**src/rtl/parity_arb_ctrl.sv**
```systemverilog
// Round-robin arbiter in front of a bit-serial parity engine: a granted word is
// folded one bit per clock into a 1-bit XOR accumulator and returned with its requester id.
module parity_arb_ctrl #(
  parameter int unsigned DATA_W = 8,
  parameter bit          ODD    = 1'b0
) (
  input  logic              clk,
  input  logic              rst,
  input  logic              req0_valid,
  input  logic [DATA_W-1:0] req0_data,
  output logic              req0_ready,
  input  logic              req1_valid,
  input  logic [DATA_W-1:0] req1_data,
  output logic              req1_ready,
  output logic              res_valid,
  output logic              res_parity,
  output logic              res_id,
  input  logic              res_ready,
  output logic              busy
);

  localparam int unsigned     CntW    = $clog2(DATA_W + 1);
  localparam logic [CntW-1:0] CntLast = CntW'(DATA_W - 1);

  localparam logic [1:0] StIdle  = 2'd0;
  localparam logic [1:0] StShift = 2'd1;
  localparam logic [1:0] StDone  = 2'd2;

  logic [1:0]        state_q, state_d;
  logic [DATA_W-1:0] sr_q, sr_d;
  logic [CntW-1:0]   cnt_q, cnt_d;
  logic              acc_q, acc_d;
  logic              id_q, id_d;
  logic              last_q, last_d;
  logic              grant;
  logic              accept;

  // Contention goes to whoever did not win last; a lone requester always wins.
  always_comb begin
    if (req0_valid && req1_valid) begin
      grant = ~last_q;
    end else begin
      grant = req1_valid;
    end
  end

  assign req0_ready = ~rst & (state_q == StIdle) & req0_valid & ~grant;
  assign req1_ready = ~rst & (state_q == StIdle) & req1_valid & grant;
  assign accept     = req0_ready | req1_ready;

  always_comb begin
    state_d = state_q;
    sr_d    = sr_q;
    cnt_d   = cnt_q;
    acc_d   = acc_q;
    id_d    = id_q;
    last_d  = last_q;
    unique case (state_q)
      StIdle: begin
        if (accept) begin
          sr_d    = grant ? req1_data : req0_data;
          acc_d   = ODD;
          cnt_d   = '0;
          id_d    = grant;
          last_d  = grant;
          state_d = StShift;
        end
      end
      StShift: begin
        acc_d = acc_q ^ sr_q[0];
        sr_d  = sr_q >> 1;
        cnt_d = cnt_q + CntW'(1);
        if (cnt_q == CntLast) begin
          state_d = StDone;
        end
      end
      StDone: begin
        if (res_ready) begin
          state_d = StIdle;
        end
      end
      default: state_d = StIdle;
    endcase
  end

  always_ff @(posedge clk) begin
    if (rst) begin
      state_q <= StIdle;
      sr_q    <= '0;
      cnt_q   <= '0;
      acc_q   <= 1'b0;
      id_q    <= 1'b0;
      last_q  <= 1'b1;
    end else begin
      state_q <= state_d;
      sr_q    <= sr_d;
      cnt_q   <= cnt_d;
      acc_q   <= acc_d;
      id_q    <= id_d;
      last_q  <= last_d;
    end
  end

  assign res_valid  = (state_q == StDone);
  assign res_parity = (state_q == StDone) & acc_q;
  assign res_id     = id_q;
  assign busy       = (state_q != StIdle);

endmodule
```
**config.mk**
```make
export PLATFORM = sky130hd
export DESIGN_NAME = parity_arb_ctrl
export DESIGN_NICKNAME = d
export VERILOG_FILES = /design/src/rtl/parity_arb_ctrl.sv
export SDC_FILE = /design/constraint.sdc
export NUM_CORES = 1
export LEC_CHECK = 0
export ABC_AREA = 0
export CAP_MARGIN = 40
export CORE_MARGIN = 4
export CORE_UTILIZATION = 45
export CTS_CLUSTER_DIAMETER = 40
export CTS_CLUSTER_SIZE = 16
export DETAILED_ROUTE_END_ITERATION = 7
export PLACE_DENSITY = 0.86
export SLEW_MARGIN = 20
export SYNTH_ARGS = -nofsm -noshare
export SYNTH_HDL_FRONTEND = slang
export SYNTH_SLANG_ARGS = --single-unit
```
**constraint.sdc**
```tcl
create_clock -name clk -period 1.9 [get_ports clk]
set_input_delay 0.38 -clock clk [delete_from_list [all_inputs] [get_ports clk]]
set_output_delay 0.38 -clock clk [all_outputs]
set_load 0.01 [all_outputs]
```
# Yosys cells after proc, flatten, opt, wreduce, memory -nomap -nowiden
# Index checks and enable logic that the tools add are counted.
# classes
add_sub_neg	1
eq_ne	6
mux	12
bitwise_logic	11
reduce_logical	7
# ops
op	n
$mux W8	2
$pmux W8 S2	1
$pmux W4 S2	1
$and A1 B1 Y1	6
$mux W2	3
$pmux W2 S3	1
$add A4 B1 Y4 const B	1
$eq A4 B3 Y1 const B	1
$mux W4	1
$ne A2 B2 Y1 const B	2
$reduce_and A2 Y1	2
$reduce_bool A2 Y1	2
$not A1 Y1	3
$reduce_and A3 Y1	1
$eq A2 B1 Y1 const B	1
$eq A2 B2 Y1 const B	1
$logic_not A2 Y1	1
$mux W1	2
$ne A2 B1 Y1 const B	1
$pmux W1 S2	1
$logic_and A1 B1 Y1	1
$or A1 B1 Y1	1
$xor A1 B1 Y1	1
# totals
ff_bits	17
inputBits	21
elab_cells	43

# Depth between registers and ports, before layout
# depth
depth_word	7
depth_mapped	5

# Least setup slack after synthesis
# No wires, ideal clock.
# synth_timing
path_type	reg-to-output
startpoint	register state_q[0]
endpoint	output port req0_ready
arrival_time_ns	1.274
t_required_ns	1.520
path_slack_ns	0.246
path_stages_with_launch	5
path_cell_list	dfxtp_1 clkbuf_1 nor2_2 inv_1 nor4b_1
# synth_between
elab_chain_cells	4
# synth_rtl
item	line_no	source
from (decl)	29	logic [1:0] state_q, state_d;
from (signal assigned)	88	state_q <= StIdle;
from (signal assigned)	95	state_q <= state_d;
$logic_not A2 Y1	47	assign req0_ready = ~rst & (state_q == StIdle) & req0_valid & ~grant;
$and A1 B1 Y1 (3 in series)	47	
to (decl)	11	output logic req0_ready,
# No other way between the ends.

# Final worst setup path
# layout_timing
startpoint	input port req0_valid
endpoint	output port req0_ready
# layout_between
elab_chain_cells	4
elab_cells_between_ends	5
cone_classes	mux: 1; bitwise: 3; reduce/logical: 1
# layout_rtl
item	line_no	source
from (decl)	9	input logic req0_valid,
$logic_and A1 B1 Y1	40	if (req0_valid && req1_valid) begin
$mux W1	40	
$not A1 Y1	47	
$and A1 B1 Y1 *	47	
# Mark *: on every way between the ends. The rest lies on a longest branch, timed or not.

==> flow_summary.json <==
{
  "first_global_vias": 963,
  "synthFlopType": "dfxtp_1",
  "reg2reg_depth": 5,
  "clock_path_buffers": 2,
  "min_period_over_period_pct": 95.4,
  "top_layer": "met4",
  "whs_ns": 0.458,
  "status": "finished clean",
  "coreArea_um2": 2000,
  "drive_gt1_share_pct": 16.6,
  "area_growth_syn_to_layout_pct": 36.7,
  "fmax_ghz": 0.551,
  "synth_top_cell_by_area": "dfxtp_1",
  "overflow": 0,
  "maxCapViolCount": 0,
  "place.gp.congestion": 0.859,
  "antenna_found_initial": 0,
  "synth-edff-count": 0,
  "clkTransAtPathRegs_ns": 0.10,
  "finalSetupViolations": 0,
  "final-hold-violation-count": 0,
  "rows": 16,
  "tritoncts": "yes",
  "async_reset_ff_share_pct": 0,
  "grt_first_pass_wirelength_um": 4030,
  "ant_nets": 0,
  "tightest_slew_ns": 0.344,
  "dp_hpwl_um": 1890,
  "drcViolationCount": 0,
  "seqCellArea_um2": 342,
  "antenna_cells": 0,
  "worstReg2RegEnd": "sr_q[0]",
  "yosys.area.top_type_share_pct": 35.2,
  "p_per_area_nw_per_um2": 589,
  "p_leak_uw": 0.000524,
  "post_cts_buffers": 0,
  "ff2ff_setup_slack_ns": 0.47,
  "yosys-top-cells-area": "dfxtp_1, nor3_1, o32ai_1",
  "utilization_pct": 66.1,
  "syn-instance-count": 117,
  "drtPass1Iterations": 4,
  "required_ns": 1.52,
  "yosysSeqAreaShare_pct": 35.2,
  "first_iter_violations": 14,
  "cts_htree_levels": 1,
  "path_max_fanout": 4,
  "multiInputGateArea_um2": 552,
  "wirelength_um": 2460,
  "syn-cell-area_um2": 967,
  "layout_commonest_cell": "clkdlybuf4s50_1",
  "cts_made_buffers": 3,
  "final_cell_mix": "clkdlybuf4s50_1, dfxtp_1, nor3_1, buf_4, inv_1",
  "pre_cts_ws_ns": -0.343,
  "wl_per_cell_um": 13.8,
  "cts-root-buf": "clkbuf_4",
  "hold_end": "sr_q[3]",
  "period_needed_ns": 1.81,
  "grt_max_degree": 16,
  "hp-class": "flop to flop",
  "via_per_inst": 5.52,
  "worstPathArrival_ns": 1.43,
  "ys_ff_latch": 17,
  "clkSinkCount": 17,
  "slew_violations": 0,
  "min_path_cells": 2,
  "die_w_um": 54.4,
  "vias": 983,
  "yosys.cell_types.count": 34,
  "vdd_drop_max_uv": 503,
  "fillers": 179,
  "power.total_uw": 779,
  "ios": 27,
  "rsz0062_at_grt": "no",
  "min_from": "sr_q[3]",
  "skew_ns": 0.00551,
  "setup_tns_ns": 0,
  "grt_use_total_pct": 19.0,
  "crit_path_end_kind": "output pin",
  "syn_nets": 139,
  "die_h_um": 54.4,
  "io_buffers": 26,
  "timing.rr.start": "state_q[0]",
  "die_area_um2": 2960,
  "slew-limit-headroom_pct": 77.0,
  "critical_path_class": "input pin to output pin",
  "wl_met2_um": 1260,
  "syn-mean-instance-area_um2": 8.27,
  "clk_latency_ns": 0.29,
  "start_kind": "input pin",
  "worst_slack_ns": 0.0868,
  "final_nets": 174,
  "wl_met3_um": 127,
  "wl_met1_um": 1050,
  "synth_warnings": 0,
  "start_util_pct": 48.3
}
[worst max-delay path by stage]
| stage | from | end | slack [ns] | cells past startpoint |
|---|---|---|---|---|
| final | req0_valid | req0_ready | 0.09 | 4 |
| after global placement | req0_valid | req0_ready | -0.27 | 4 |
| after global routing | req0_valid | req0_ready | 0.02 | 4 |
| after detailed placement | req0_valid | req0_ready | -0.34 | 4 |
| after CTS | state_q[0] | res_parity | 0.0008 | 3 |
| after floorplan | state_q[0] | req0_ready | 0.25 | 4 |
[flip-flops by register name, summed over array words and instances (netlist names)]
| signal | cells |
|---|---|
| cnt_q | 4 |
| acc_q | 1 |
| res_id | 1 |
| last_q | 1 |
| state_q | 2 |
| sr_q | 8 |
[routing by layer]
layer  track usage, %  vias up
met5                0        -
met4             9.13        0
met3             2.72        4
met2             35.5       26
met1             20.7      462
li1                 -      491
[cells by family (layout without fill, tap and decap cells)]
logic type                 count (synthesis)  after routing  synth area share, %
adders and majority gates                  1              1                 1.29
muxes                                      2              2                 2.07
AOI/OAI and AO/OA                         27             27                 21.2
and+or+nand+nor                           54             54                 32.0
DFF                                       17             17                 35.2
buffers and inverters                     16             50                 8.28
[critical path, cell delays in order]
cell,delay (ns)
clkdlybuf4s50_1,0.54
a21boi_2,0.09
nor4b_1,0.24
buf_2,0.19
[Yosys cell counts, types with 2 or more instances]
cell type,instances
nor2_1,4
nor3b_1,2
a21oi_1,5
mux2i_1,2
nand2b_1,8
nor3_1,16
nand2_1,2
or2b_1,3
buf_6,2
inv_1,9
nand3_1,8
nor2b_1,3
o21ai_0,7
dfxtp_1,17
o32ai_1,8
clkbuf_1,3
[power by group]
part	switching, uW	internal (uW)	total, uW	leakage [uW]
registers	15.3	381	396	0.000140
logic	81.2	107	188	0.000369
clock network	112	81.7	194	0.0000150
[through the flow]
stage	cell area (um^2)	std cells
6_report	1320	178
5_1_grt	1320	178
4_1_cts	1320	178
3_5_place_dp	1300	174
3_3_place_gp	1300	174
2_1_floorplan	967	117
[layout make-up]
class / instances / share of cell area [%]
clock buffers: 4 / 1.99
inverters: 9 / 2.55
multi-input cells: 84 / 41.7
repair buffers: 37 / 25.4
well taps: 27 / 2.55
flip-flops and latches: 17 / 25.8
[what timing repair did]
action                                  CTS  global route
resized for setup                         8             3
pin swaps                                 0             0
hold buffers                              0             0
endpoints found under the setup margin    3             2
(Power assumes the default switching activity.)
